==> config.mk <==
export PLATFORM = sky130hd
export DESIGN_NAME = stream_apb_bridge
export DESIGN_NICKNAME = d
export VERILOG_FILES = /design/src/rtl/apb_bridge_pkg.sv /design/src/rtl/stream_fifo.sv /design/src/rtl/stream_apb_bridge.sv
export SDC_FILE = /design/constraint.sdc
export NUM_CORES = 1
export LEC_CHECK = 0
export CORE_ASPECT_RATIO = 1.5
export CORE_UTILIZATION = 45
export CTS_CLUSTER_SIZE = 20
export DETAILED_ROUTE_END_ITERATION = 10
export PLACE_DENSITY = 0.72
export RECOVER_POWER = 100
export SLEW_MARGIN = 30
export SYNTH_ARGS = -nofsm -noshare
export SYNTH_HDL_FRONTEND = slang
export SYNTH_SLANG_ARGS = --single-unit
==> constraint.sdc <==
create_clock -name CLK -period 3.3 [get_ports CLK]
set_input_delay 0.825 -clock CLK [delete_from_list [all_inputs] [get_ports CLK]]
set_output_delay 0.825 -clock CLK [all_outputs]
set_load 0.02 [all_outputs]
==> src/rtl/apb_bridge_pkg.sv <==
// apb_bridge_pkg: bus FSM encoding and default parameters for stream_apb_bridge
package apb_bridge_pkg;
    typedef enum logic [1:0] {
        IDLE   = 2'b00,
        SETUP  = 2'b01,
        ACCESS = 2'b10
    } state_t;
    localparam int DEF_DATA_W      = 8;
    localparam int DEF_ADDR_W      = 5;
    localparam int DEF_WFIFO_DEPTH = 4;
    localparam int DEF_TIMEOUT     = 15;
endpackage

==> src/rtl/stream_fifo.sv <==
// stream_fifo: power-of-two FIFO with combinational head; push accepted when full only alongside a pop
module stream_fifo #(
    parameter int DATA_W = 8,
    parameter int DEPTH  = 4
) (
    input  logic              CLK,
    input  logic              RESETn,
    input  logic              push,
    input  logic [DATA_W-1:0] push_data,
    input  logic              pop,
    output logic [DATA_W-1:0] head,
    output logic              full,
    output logic              empty
);
    localparam int AW = $clog2(DEPTH);
    logic [DATA_W-1:0] mem [DEPTH];
    logic [AW-1:0] rd_ptr, wr_ptr;
    logic [AW:0] count;
    logic do_push, do_pop;
    always_comb begin
        full    = count == (AW+1)'(DEPTH);
        empty   = count == '0;
        do_pop  = pop && !empty;
        do_push = push && (!full || do_pop);
        head    = mem[rd_ptr];
    end
    always_ff @(posedge CLK) begin
        if (!RESETn) begin
            rd_ptr <= '0;
            wr_ptr <= '0;
            count  <= '0;
        end else begin
            if (do_push) wr_ptr <= wr_ptr + AW'(1);
            if (do_pop) rd_ptr <= rd_ptr + AW'(1);
            count <= count + (AW+1)'(do_push) - (AW+1)'(do_pop);
        end
    end
    always_ff @(posedge CLK) begin
        if (do_push) mem[wr_ptr] <= push_data;
    end
endmodule

==> src/rtl/stream_apb_bridge.sv <==
// stream_apb_bridge: stream-to-APB requester; FIFO-buffered writes, reads returned on a stream, timeout abort
module stream_apb_bridge
    import apb_bridge_pkg::*;
#(
    parameter int DATA_W      = DEF_DATA_W,
    parameter int ADDR_W      = DEF_ADDR_W,
    parameter int WFIFO_DEPTH = DEF_WFIFO_DEPTH,
    parameter int TIMEOUT     = DEF_TIMEOUT
) (
    input  logic              CLK,
    input  logic              RESETn,
    input  logic [DATA_W-1:0] in_data,
    input  logic              in_valid,
    output logic              in_ready,
    output logic [DATA_W-1:0] out_data,
    output logic              out_valid,
    input  logic              out_ready,
    output logic              out_err,
    input  logic [ADDR_W-1:0] base_address,
    input  logic              latch_address,
    input  logic              auto_inc,
    output logic              PSEL,
    output logic              PENABLE,
    output logic              PWRITE,
    output logic [ADDR_W-1:0] PADDR,
    output logic [DATA_W-1:0] PWDATA,
    input  logic [DATA_W-1:0] PRDATA,
    input  logic              PREADY,
    input  logic              PSLVERR,
    output logic              err_sticky,
    output logic              timeout_sticky,
    input  logic              clear_err
);
    state_t state, state_nxt;
    logic [ADDR_W-1:0] addr;
    logic [7:0] wait_cnt;
    logic [DATA_W-1:0] head;
    logic wr_flag, start, complete, abort, done, full, empty;

    stream_fifo #(.DATA_W(DATA_W), .DEPTH(WFIFO_DEPTH)) u_fifo (
        .CLK(CLK),
        .RESETn(RESETn),
        .push(in_valid && !full),
        .push_data(in_data),
        .pop(done && wr_flag),
        .head(head),
        .full(full),
        .empty(empty)
    );

    always_comb begin
        start     = (state == IDLE) && !latch_address && (!empty || (out_ready && !out_valid));
        complete  = (state == ACCESS) && PREADY;
        abort     = (state == ACCESS) && !PREADY && (wait_cnt == 8'(TIMEOUT - 1));
        done      = complete || abort;
        state_nxt = state;
        case (state)
            IDLE:    if (start) state_nxt = SETUP;
            SETUP:   state_nxt = ACCESS;
            ACCESS:  if (done) state_nxt = IDLE;
            default: state_nxt = IDLE;
        endcase
        in_ready = !full;
        PSEL     = state != IDLE;
        PENABLE  = state == ACCESS;
        PWRITE   = PSEL && wr_flag;
        PADDR    = addr;
        PWDATA   = head;
    end

    always_ff @(posedge CLK) begin
        if (!RESETn) begin
            state          <= IDLE;
            addr           <= '0;
            wr_flag        <= 1'b0;
            wait_cnt       <= '0;
            out_data       <= '0;
            out_valid      <= 1'b0;
            out_err        <= 1'b0;
            err_sticky     <= 1'b0;
            timeout_sticky <= 1'b0;
        end else begin
            state    <= state_nxt;
            wait_cnt <= (state == ACCESS) ? wait_cnt + 8'd1 : '0;
            if (start) wr_flag <= !empty;
            if ((state == IDLE) && latch_address) addr <= base_address;
            else if (done && auto_inc) addr <= addr + ADDR_W'(1);
            if (done && !wr_flag) begin
                out_data  <= complete ? PRDATA : '0;
                out_valid <= 1'b1;
                out_err   <= abort || PSLVERR;
            end else if (out_valid && out_ready) begin
                out_data  <= '0;
                out_valid <= 1'b0;
                out_err   <= 1'b0;
            end
            err_sticky     <= clear_err ? 1'b0 : (err_sticky || (complete && PSLVERR));
            timeout_sticky <= clear_err ? 1'b0 : (timeout_sticky || abort);
        end
    end
endmodule

==> qor.yml <==
status: "completed"
path_max_fanout: 8
htree_levels: 3
grt_usage: 0.1883
grt_first_pass_wirelength_um: 9087
hold_viol: 0
grtUsageMet3: 0.05903
cp-end-kind: "output port"
rrSetupSlack_ns: 0.82
ant_nets: 0
timing.slew.headroom: 0.3664
wl_per_cell_um: 14.57
cellPowerDensity_mw_per_mm2: 566.2
slowest_delay_ns: 0.66
maxCapViolations: 0
cts_tree: "built"
finalSetupViolCount: 0
dpl.hpwl_um: 4118
antenna_cells: 0
min_path_type: "reg -> reg"
post-route-drc-count: 0
post-cts-setup-buffers: 0
start_kind: "flop"
cts-root-buf: "clkbuf_8"
syn-cell-area_mm2: 0.002826
grt_busiest_layer: "met2"
final_common_cell: "dlygate4sd3_1"
clkSinkCount: 69
gp_congestion: 0.8082
vias_per_cell: 5.286
max_freq_mhz: 328.2
dpl_cell_area_mm2: 0.003490
grt_max_degree: 24
antenna_found_initial: 0
cp.required_ns: 2.47
clock_latency_ns: 0.34
clk_pin_slew_ns: 0.07
finalCritPeriodShare: 0.9234
tightestPinTransition_ns: 0.9503
gr-usage-met1: 0.2079
fp.coreArea_mm2: 0.006087
fin_area_mm2: 0.003690
cp_slowest_cell: "dlygate4sd3_1"
fin_nets: 339
critPathArrivalTime_ns: 2.22
pin_count: 59
ys_seq_elements: 69
finalSetupTns_ns: 0
leakage_nw: 1.342
fin_crit_ns: 3.047
r2r-start: "state[0]$_SDFFE_PN0P_"
drive_gt1_frac: 0.08553
cts_buffers: 9
grt.overflow.total: 0
wl_um: 5508
fp.dieArea_mm2: 0.006609
yosys_warnings: 0
synth_cells: 236
post-place-ws_ns: 0.2457
vias: 1998
first_pass_iters: 4
setup_ws_ns: 0.2529
num_rows: 35
flow.area_growth_from_synthesis_pct: 30.54
start_util: 0.4643
rsz0062_at_grt: "no"
final_cell_mix: "dlygate4sd3_1 (38), dfxtp_1 (37), edfxtp_1 (32)"
irDropWorstVdd_mv: 0.2569
synthDistinctLibCells: 37
syn_nets: 276
clk_path_buf_depth: 2
cts_resized: 0
io_buffers: 58
utilization: 0.6062
syn_avg_cell_area_um2: 11.98
finalClockSkew_ns: 0.005469
dieHeight_um: 99.07
drtIter0Drc: 69
use_met2: 0.3225
timing.rr.end: "u_fifo.count[2]$_SDFF_PN0_"
final_max_slew_viol_count: 0
critPathCapture: "PWDATA[2]"
ctsHoldBuffers: 0
die_w_um: 66.71
ys_seq_area_frac: 0.6020
grt_pass1_vias: 1961
ff2ff_path_depth: 12
path_cells: "mux4_2, dlygate4sd3_1"
total_power_w: 0.002089
path_class: "reg -> out"
==> where the power goes <==
group | internal, W | switching, W | leakage, nW
Clock | 0.000421 | 0.000302 | 0.107
Combinational | 0.000155 | 0.000190 | 0.641
Sequential | 0.000978 | 0.0000430 | 0.594
Total | 0.00155 | 0.000535 | 1.34
==> synthesized netlist by cell type, drive strengths merged <==
library cell | number | share of area
and2 | 8 | 0.018
and3 | 2 | 0.0044
o22ai | 1 | 0.0022
o31ai | 3 | 0.0080
dfxtp | 37 | 0.26
clkbuf | 6 | 0.0080
nor4 | 2 | 0.0066
mux2i | 1 | 0.0035
buf | 2 | 0.0031
nand4 | 2 | 0.0044
or3 | 6 | 0.013
nand2 | 17 | 0.023
ha | 9 | 0.040
o211ai | 9 | 0.024
or4 | 2 | 0.0053
xor2 | 6 | 0.019
nor2b | 1 | 0.0022
inv | 11 | 0.015
a21boi | 1 | 0.0027
a21oi | 15 | 0.027
fa | 1 | 0.0071
nand2b | 1 | 0.0022
o21ai | 10 | 0.018
xnor2 | 3 | 0.0093
nor2 | 18 | 0.025
or3b | 1 | 0.0031
edfxtp | 32 | 0.34
clkinv | 1 | 0.0013
a31oi | 7 | 0.015
o21a | 1 | 0.0027
o211a | 1 | 0.0035
nand3 | 9 | 0.016
mux4 | 8 | 0.064
nor3 | 2 | 0.0035
==> routing by layer <==
| metal | share of wire | up-vias |
|---|---|---|
| li1 | - | 989 |
| met1 | 0.40 | 921 |
| met2 | 0.52 | 72 |
| met3 | 0.061 | 16 |
| met4 | 0.024 | 0 |
| met5 | 0 | - |
==> flip-flops by register name, summed over array words and instances (netlist names), 2 cells and up, named ones only <==
name,flops
wait_cnt,8
u_fifo.mem,32
u_fifo.count,3
state,2
PADDR,5
u_fifo.wr_ptr,2
out_data,8
u_fifo.rd_ptr,2
==> area by class of cell <==
type                       count  area, µm²
timing repair buffer          60      588.1
multi-input combinational    147       1049
inverter                      12      45.04
clock buffer                   9      123.9
clock inverter                 7      90.09
fill                         506       2397
sequential                    69       1702
tap                           74      92.59
==> how the worst min path moves through the flow <==
stage | cells past startpoint | to | from
finish | 2 | out_data[4]$_SDFFE_PN0P_ | out_data[4]$_SDFFE_PN0P_
global placement | 1 | wait_cnt[0]$_SDFF_PN0_ | wait_cnt[0]$_SDFF_PN0_
CTS | 2 | u_fifo.rd_ptr[1]$_SDFFE_PN0P_ | u_fifo.rd_ptr[1]$_SDFFE_PN0P_
floorplan | 1 | wait_cnt[0]$_SDFF_PN0_ | wait_cnt[0]$_SDFF_PN0_
detailed placement | 2 | u_fifo.rd_ptr[1]$_SDFFE_PN0P_ | u_fifo.rd_ptr[1]$_SDFFE_PN0P_
global route | 2 | out_data[4]$_SDFFE_PN0P_ | out_data[4]$_SDFFE_PN0P_
==> worst max-delay path: cells and delay by family, from the launching register on <==
family / cells / cell delay, ns
buffers and inverters: 1 / 0.66
DFF: 1 / 0.65
muxes: 1 / 0.57
==> stage by stage <==
step / cells / hold slack (ns)
3_5_place_dp: 362 / 0.4833
5_1_grt: 378 / 0.5092
3_3_place_gp: 362 / 0.4664
6_report: 378 / 0.4873
4_1_cts: 378 / 0.4933
2_1_floorplan: 236 / 0.4489
==> kinds of logic after synthesis <==
kind of cell,Yosys count,share of synthesized area
muxes,9,0.06729
and+or+nand+nor,71,0.1262
xor gates and xnor gates,9,0.02789
buffers and inverters,20,0.02700
adders and majority gates,10,0.04692
AOI/OAI and AO/OA,48,0.1027
DFF,69,0.6020
Note: power is estimated with default switching activity, not from simulation.
